File: config.mk
export PLATFORM = sky130hd
export DESIGN_NAME = sync_fifo_wr_arbiter
export DESIGN_NICKNAME = d
export VERILOG_FILES = /design/src/rtl/sync_fifo_pkg.sv /design/src/rtl/rr_priority_picker.sv /design/src/rtl/sync_fifo_wr_arbiter.sv
export SDC_FILE = /design/constraint.sdc
export NUM_CORES = 1
export LEC_CHECK = 0
export ABC_AREA = 1
export BUFFER_PORTS_ARGS = -buffer_cell sky130_fd_sc_hd__buf_2
export CORE_AREA = 2 2 131 133
export CTS_CLUSTER_DIAMETER = 60
export CTS_CLUSTER_SIZE = 30
export DETAILED_ROUTE_END_ITERATION = 10
export DIE_AREA = 0 0 133 135
export GPL_TIMING_DRIVEN = 1
export PLACE_DENSITY = 0.57
export SLEW_MARGIN = 30
export SYNTH_ARGS = -nofsm -noshare
export SYNTH_HDL_FRONTEND = slang
export SYNTH_SLANG_ARGS = --single-unit
File: constraint.sdc
create_clock -name clock -period 6.58 [get_ports clock]
set_input_delay 1.316 -clock clock [delete_from_list [all_inputs] [get_ports clock]]
set_output_delay 1.316 -clock clock [all_outputs]
set_load 0.005 [all_outputs]
File: src/rtl/sync_fifo_pkg.sv
// Shared types, defaults and round-robin helper for the sync FIFO write-side logic.
// Optional packet lock is enabled with SYNC_FIFO_ARB_LOCK_EN (see sync_fifo_wr_arbiter).
package sync_fifo_pkg;

    localparam int unsigned DEF_NUM_REQ    = 4;
    localparam int unsigned DEF_DATA_WIDTH = 64;
    localparam int unsigned RR_MAX_REQ     = 16;

    typedef enum logic {ARB_IDLE, ARB_LOCKED} arb_state_e;

    typedef struct packed {
        logic       found;
        logic [3:0] idx;
    } rr_pick_t;

    // Reference round-robin pick: first valid index at or after ptr, wrapping modulo n.
    function automatic rr_pick_t rr_pick(input logic [RR_MAX_REQ-1:0] valid,
                                         input logic [3:0]            ptr,
                                         input int unsigned           n);
        rr_pick_t r;
        int unsigned j;
        r = '0;
        for (int k = RR_MAX_REQ - 1; k >= 0; k--) begin
            if (k < int'(n)) begin
                j = (int'(ptr) + k) % n;
                if (valid[j]) begin
                    r.found = 1'b1;
                    r.idx   = 4'(j);
                end
            end
        end
        return r;
    endfunction

endpackage

File: src/rtl/rr_priority_picker.sv
// Combinational round-robin picker: masked/unmasked double priority encode from ptr.
// Reusable by any scheduler that needs a rotating-priority one-of-N choice.
module rr_priority_picker #(
    parameter  int unsigned N  = 4,
    localparam int unsigned IW = $clog2(N)
) (
    input  logic [N-1:0]  valid,
    input  logic [IW-1:0] ptr,
    output logic          found,
    output logic [IW-1:0] idx
);

    logic [N-1:0]  masked;
    logic          m_found;
    logic [IW-1:0] m_idx;
    logic [IW-1:0] u_idx;

    always_comb begin
        masked  = '0;
        m_found = 1'b0;
        m_idx   = '0;
        found   = 1'b0;
        u_idx   = '0;
        for (int i = 0; i < int'(N); i++) begin
            masked[i] = valid[i] && (i >= int'(ptr));
        end
        // Walk downward so the lowest set index is the one left standing.
        for (int i = int'(N) - 1; i >= 0; i--) begin
            if (masked[i]) begin
                m_found = 1'b1;
                m_idx   = IW'(i);
            end
            if (valid[i]) begin
                found = 1'b1;
                u_idx = IW'(i);
            end
        end
        idx = m_found ? m_idx : u_idx;
    end

endmodule

File: src/rtl/sync_fifo_wr_arbiter.sv
// Round-robin arbiter sharing one FIFO write port among NUM_REQ valid/ready producers.
// Define SYNC_FIFO_ARB_LOCK_EN to hold the grant on one producer until its req_last beat.
module sync_fifo_wr_arbiter
    import sync_fifo_pkg::*;
#(
    parameter  int unsigned NUM_REQ    = DEF_NUM_REQ,
    parameter  int unsigned DATA_WIDTH = DEF_DATA_WIDTH,
    localparam int unsigned SRC_W      = $clog2(NUM_REQ)
) (
    input  logic                          clock,
    input  logic                          rst,
    input  logic [NUM_REQ-1:0]            req_valid,
    input  logic [NUM_REQ*DATA_WIDTH-1:0] req_data,
    input  logic [NUM_REQ-1:0]            req_last,
    output logic [NUM_REQ-1:0]            req_ready,
    input  logic                          fifo_full,
    output logic                          fifo_wr_en,
    output logic [DATA_WIDTH-1:0]         fifo_din,
    output logic [SRC_W-1:0]              fifo_src,
    output logic                          busy
);

    logic [SRC_W-1:0]      ptr_q, ptr_d;
    logic [SRC_W-1:0]      src_q;
    logic [DATA_WIDTH-1:0] din_q;
    logic [SRC_W-1:0]      pick_idx, win;
    logic                  pick_found, win_found, accept;
    logic [DATA_WIDTH-1:0] sel_data;

    rr_priority_picker #(.N(NUM_REQ)) u_picker (
        .valid (req_valid),
        .ptr   (ptr_q),
        .found (pick_found),
        .idx   (pick_idx)
    );

`ifdef SYNC_FIFO_ARB_LOCK_EN
    arb_state_e       state_q, state_d;
    logic [SRC_W-1:0] owner_q, owner_d;

    always_comb begin
        win       = pick_idx;
        win_found = pick_found;
        if (state_q == ARB_LOCKED) begin
            win       = owner_q;
            win_found = req_valid[owner_q];
        end
    end

    always_comb begin
        state_d = state_q;
        owner_d = owner_q;
        if (accept) begin
            if (state_q == ARB_IDLE && !req_last[win]) begin
                state_d = ARB_LOCKED;
                owner_d = win;
            end else if (state_q == ARB_LOCKED && req_last[win]) begin
                state_d = ARB_IDLE;
            end
        end
    end

    always_ff @(posedge clock or negedge rst) begin
        if (!rst) begin
            state_q <= ARB_IDLE;
            owner_q <= '0;
        end else begin
            state_q <= state_d;
            owner_q <= owner_d;
        end
    end

    assign busy = (state_q == ARB_LOCKED);
`else
    logic unused_last;
    assign unused_last = ^req_last;
    assign win         = pick_idx;
    assign win_found   = pick_found;
    assign busy        = 1'b0;
`endif

    assign accept = win_found && !fifo_full;

    always_comb begin
        sel_data  = '0;
        req_ready = '0;
        for (int i = 0; i < int'(NUM_REQ); i++) begin
            if (win == SRC_W'(i)) sel_data = req_data[i*DATA_WIDTH +: DATA_WIDTH];
        end
        if (accept) req_ready[win] = 1'b1;
        fifo_wr_en = accept;
        // Idle cycles replay the last written beat so downstream never sees X.
        fifo_din   = accept ? sel_data : din_q;
        fifo_src   = accept ? win : src_q;
        ptr_d      = ptr_q;
        if (accept) ptr_d = (win == SRC_W'(NUM_REQ - 1)) ? '0 : win + SRC_W'(1);
    end

    always_ff @(posedge clock or negedge rst) begin
        if (!rst) begin
            ptr_q <= '0;
            src_q <= '0;
            din_q <= '0;
        end else begin
            ptr_q <= ptr_d;
            src_q <= fifo_src;
            din_q <= fifo_din;
        end
    end

endmodule

==> flow_metrics.py <==
metrics = {
    "power_and_ir_drop": {
        "p_leak_nw": 3.480,
        "power.density_mw_per_mm2": 378.7,
        "power_w": 0.002445,
        "peakVddDrop_mv": 0.2232,
    },
    "setup_path": {
        "cpMostUsedCell": "nand2_1",
        "required_ns": 5.26,
        "cp_slowest_cell": "nor2_4",
        "crit_arrival_ns": 3.86,
        "crit_type": "in2out",
        "worstPathMaxFanout": 33,
        "path_cells": "buf_2 -> inv_1 -> nor2_1 -> a21oi_1 -> nand3_1 -> nand2_1 -> inv_1 -> ha_2 -> nor2_4 -> buf_12 -> nand2_1 -> a21oi_1 -> nand2_1 -> nand3_1 -> buf_2",
        "max_stage_delay_ns": 0.67,
        "critPathLaunchType": "input port",
        "endpoint_kind": "output port",
    },
    "synth": {
        "synth_area_leaders": "dfrtp_1, nand2_1, a21oi_1",
        "synth_cell_type_count": 17,
        "yosys.area.top_type_share": 0.3844,
        "synth_area_per_cell_um2": 6.500,
        "synth_fp_nets": 952,
        "synth_top_area_cell": "dfrtp_1",
        "syn-instance-count": 681,
        "ys_ff_latch": 68,
        "synth.cell_area_mm2": 0.004427,
        "ys_warn_count": 0,
        "synth_seq_area_share": 0.3844,
    },
    "timing": {
        "whs_ns": 0.4793,
        "hold_viol_final": 0,
        "fmax_mhz": 193.2,
        "relSlewSlack": 0.4221,
        "rsz0062_at_grt": "false",
        "worst_slew_pin_slew_ns": 0.8649,
        "period_minus_slack_ns": 5.176,
        "fin_crit_sh": 0.7866,
        "finalClockSkew_ns": 0.007006,
        "totalNegativeSetupSlack_ns": 0,
        "finalMaxSlewViolations": 0,
        "finalSetupViolCount": 0,
    },
    "floorplanning": {
        "start_util": 0.2698,
        "chipWidth_um": 133,
        "die-area_mm2": 0.01796,
        "core_area_mm2": 0.01641,
        "std_cell_rows": 47,
        "io_pins": 339,
        "die_h_um": 135,
    },
    "clocking": {
        "cts_root_buf": "clkbuf_16",
        "cts.clk_slew.worst_paths_ns": 0.05,
        "numCtsBuffers": 9,
        "cts_max_level": 3,
        "cts_tree": "built",
        "post_cts_resized": 0,
        "ctsHoldBuffers": 0,
        "postCtsSetupBuffers": 0,
        "clk_latency_ns": 0.33,
        "cts_buffer_depth": 2,
        "cts_sinks": 68,
    },
    "route": {
        "routed_via_density": 4.623,
        "vias": 5585,
        "dr.pass1.iters": 4,
        "drc": 0,
        "wire_per_inst_um": 14.18,
        "routed_wl_um": 17120,
        "drtAntennaViolNets": 0,
        "first_iter_violations": 211,
    },
    "grt": {
        "antenna_found_initial": 0,
        "overflow": 0,
        "grt_usage": 0.1880,
        "grt_max_degree": 74,
        "grt_pass1_vias": 5393,
        "grt_pass1_wl_um": 26930,
    },
    "min_path": {
        "worstHoldPathType": "reg2reg",
    },
    "outcome": {
        "status": "completed",
    },
    "cells_and_area": {
        "antenna_cells": 0,
        "post-route-cell-area_mm2": 0.006455,
        "syn2layout_area_growth_pct": 45.82,
        "nNetsFinal": 1255,
        "final_cells": 1208,
        "drive_gt1_frac": 0.3664,
    },
    "place": {
        "placed_area_mm2": 0.006181,
        "portBuffers": 333,
        "hpwl_um": 12110,
        "placed_cells": 1193,
        "gp_congestion": 0.7890,
    },
    "run": {
        "cap_viol_max_count": 0,
    },
}
==> cells by family after synthesis <==
logic type,share of synthesized area
AO/OA/AOI/OAI,0.1492
adder cells (fa/ha/maj),0.01131
flip-flops,0.3844
other,0.0008471
AND/OR/NAND/NOR,0.3776
buffers and inverters,0.07660
==> placed cells by master, fill, tap and decap left out, types with 2 or more instances in the layout <==
cell	count
buf_2	332
a21oi_1	131
buf_4	5
nand3_1	67
ha_1	2
nor2_4	3
buf_12	3
clkbuf_16	9
clkbuf_1	2
clkinv_2	2
inv_1	10
nor2_1	71
nand2_1	273
dfrtp_1	68
clkbuf_8	2
ha_2	2
==> final timing paths <==
check | start | end | slack (ns) | cells past startpoint
hold / removal | src_q[0] | src_q[0] | 0.48 | 2
setup reg to reg | ptr_q[1] | din_q[51] | 3.89 | 12
hold reg to reg | src_q[0] | src_q[0] | 0.48 | 2
min in group asynchronous | rst | din_q[54] | 0.98 | 1
setup / recovery | req_valid[1] | fifo_din[51] | 1.40 | 15
max in group asynchronous | rst | din_q[21] | 5.15 | 1
==> Yosys cell counts <==
| cell type | n |
|---|---|
| buf_2 | 19 |
| nor2_1 | 71 |
| inv_1 | 11 |
| buf_6 | 6 |
| conb_1 | 1 |
| dfrtp_1 | 68 |
| nand3_2 | 1 |
| a21oi_1 | 131 |
| buf_4 | 12 |
| nand2_2 | 1 |
| nand3_1 | 67 |
| nor2_4 | 2 |
| o21ai_0 | 1 |
| ha_1 | 4 |
| nand2_1 | 273 |
| nor2_2 | 1 |
| clkbuf_1 | 12 |
==> registers in the layout, summed over array words and instances, names as in the netlist <==
register	flops
ptr_q	2
din_q	64
src_q	2
==> through the flow <==
| stage | worst slack (ns) | util |
|---|---|---|
| after floorplan | 2.446 | - |
| after global routing | 1.180 | 0.3934 |
| after CTS | 1.407 | 0.3932 |
| final | 1.404 | 0.3934 |
| after detailed placement | 1.419 | 0.3767 |
| after global placement | 1.423 | 0.3767 |
==> where the power goes <==
| group | switching, W | internal, W | total, W | leakage [nW] |
|---|---|---|---|---|
| combinational | 0.000824 | 0.000530 | 0.00135 | 2.49 |
| sequential | 0.0000483 | 0.000600 | 0.000649 | 0.856 |
| clock | 0.000170 | 0.000272 | 0.000442 | 0.135 |
==> layer usage <==
| metal | GRT usage | share of wire | wire [um] |
|---|---|---|---|
| met1 | 0.2179 | 0.40 | 6878 |
| met2 | 0.3391 | 0.51 | 8753 |
| met3 | 0.05105 | 0.068 | 1170 |
| met4 | 0.05675 | 0.019 | 323 |
| met5 | 0 | 0 | 0 |
==> critical path: cells and delay by family <==
| kind | cells | cell delay, ns |
|---|---|---|
| fa+ha+maj | 1 | 0.21 |
| simple gates | 7 | 1.27 |
| buf+inv | 5 | 0.69 |
| compound gates | 2 | 0.35 |
==> layout make-up <==
type | count | area, um2
multi-input cells | 553 | 2396
well taps | 220 | 275.3
fillers | 1789 | 9952
flip-flops and latches | 68 | 1702
inverters | 11 | 41.29
repair buffers | 341 | 1770
clock buffers | 13 | 260.3
clock inverters | 2 | 10.01
Power figures use the tool's default switching activity.
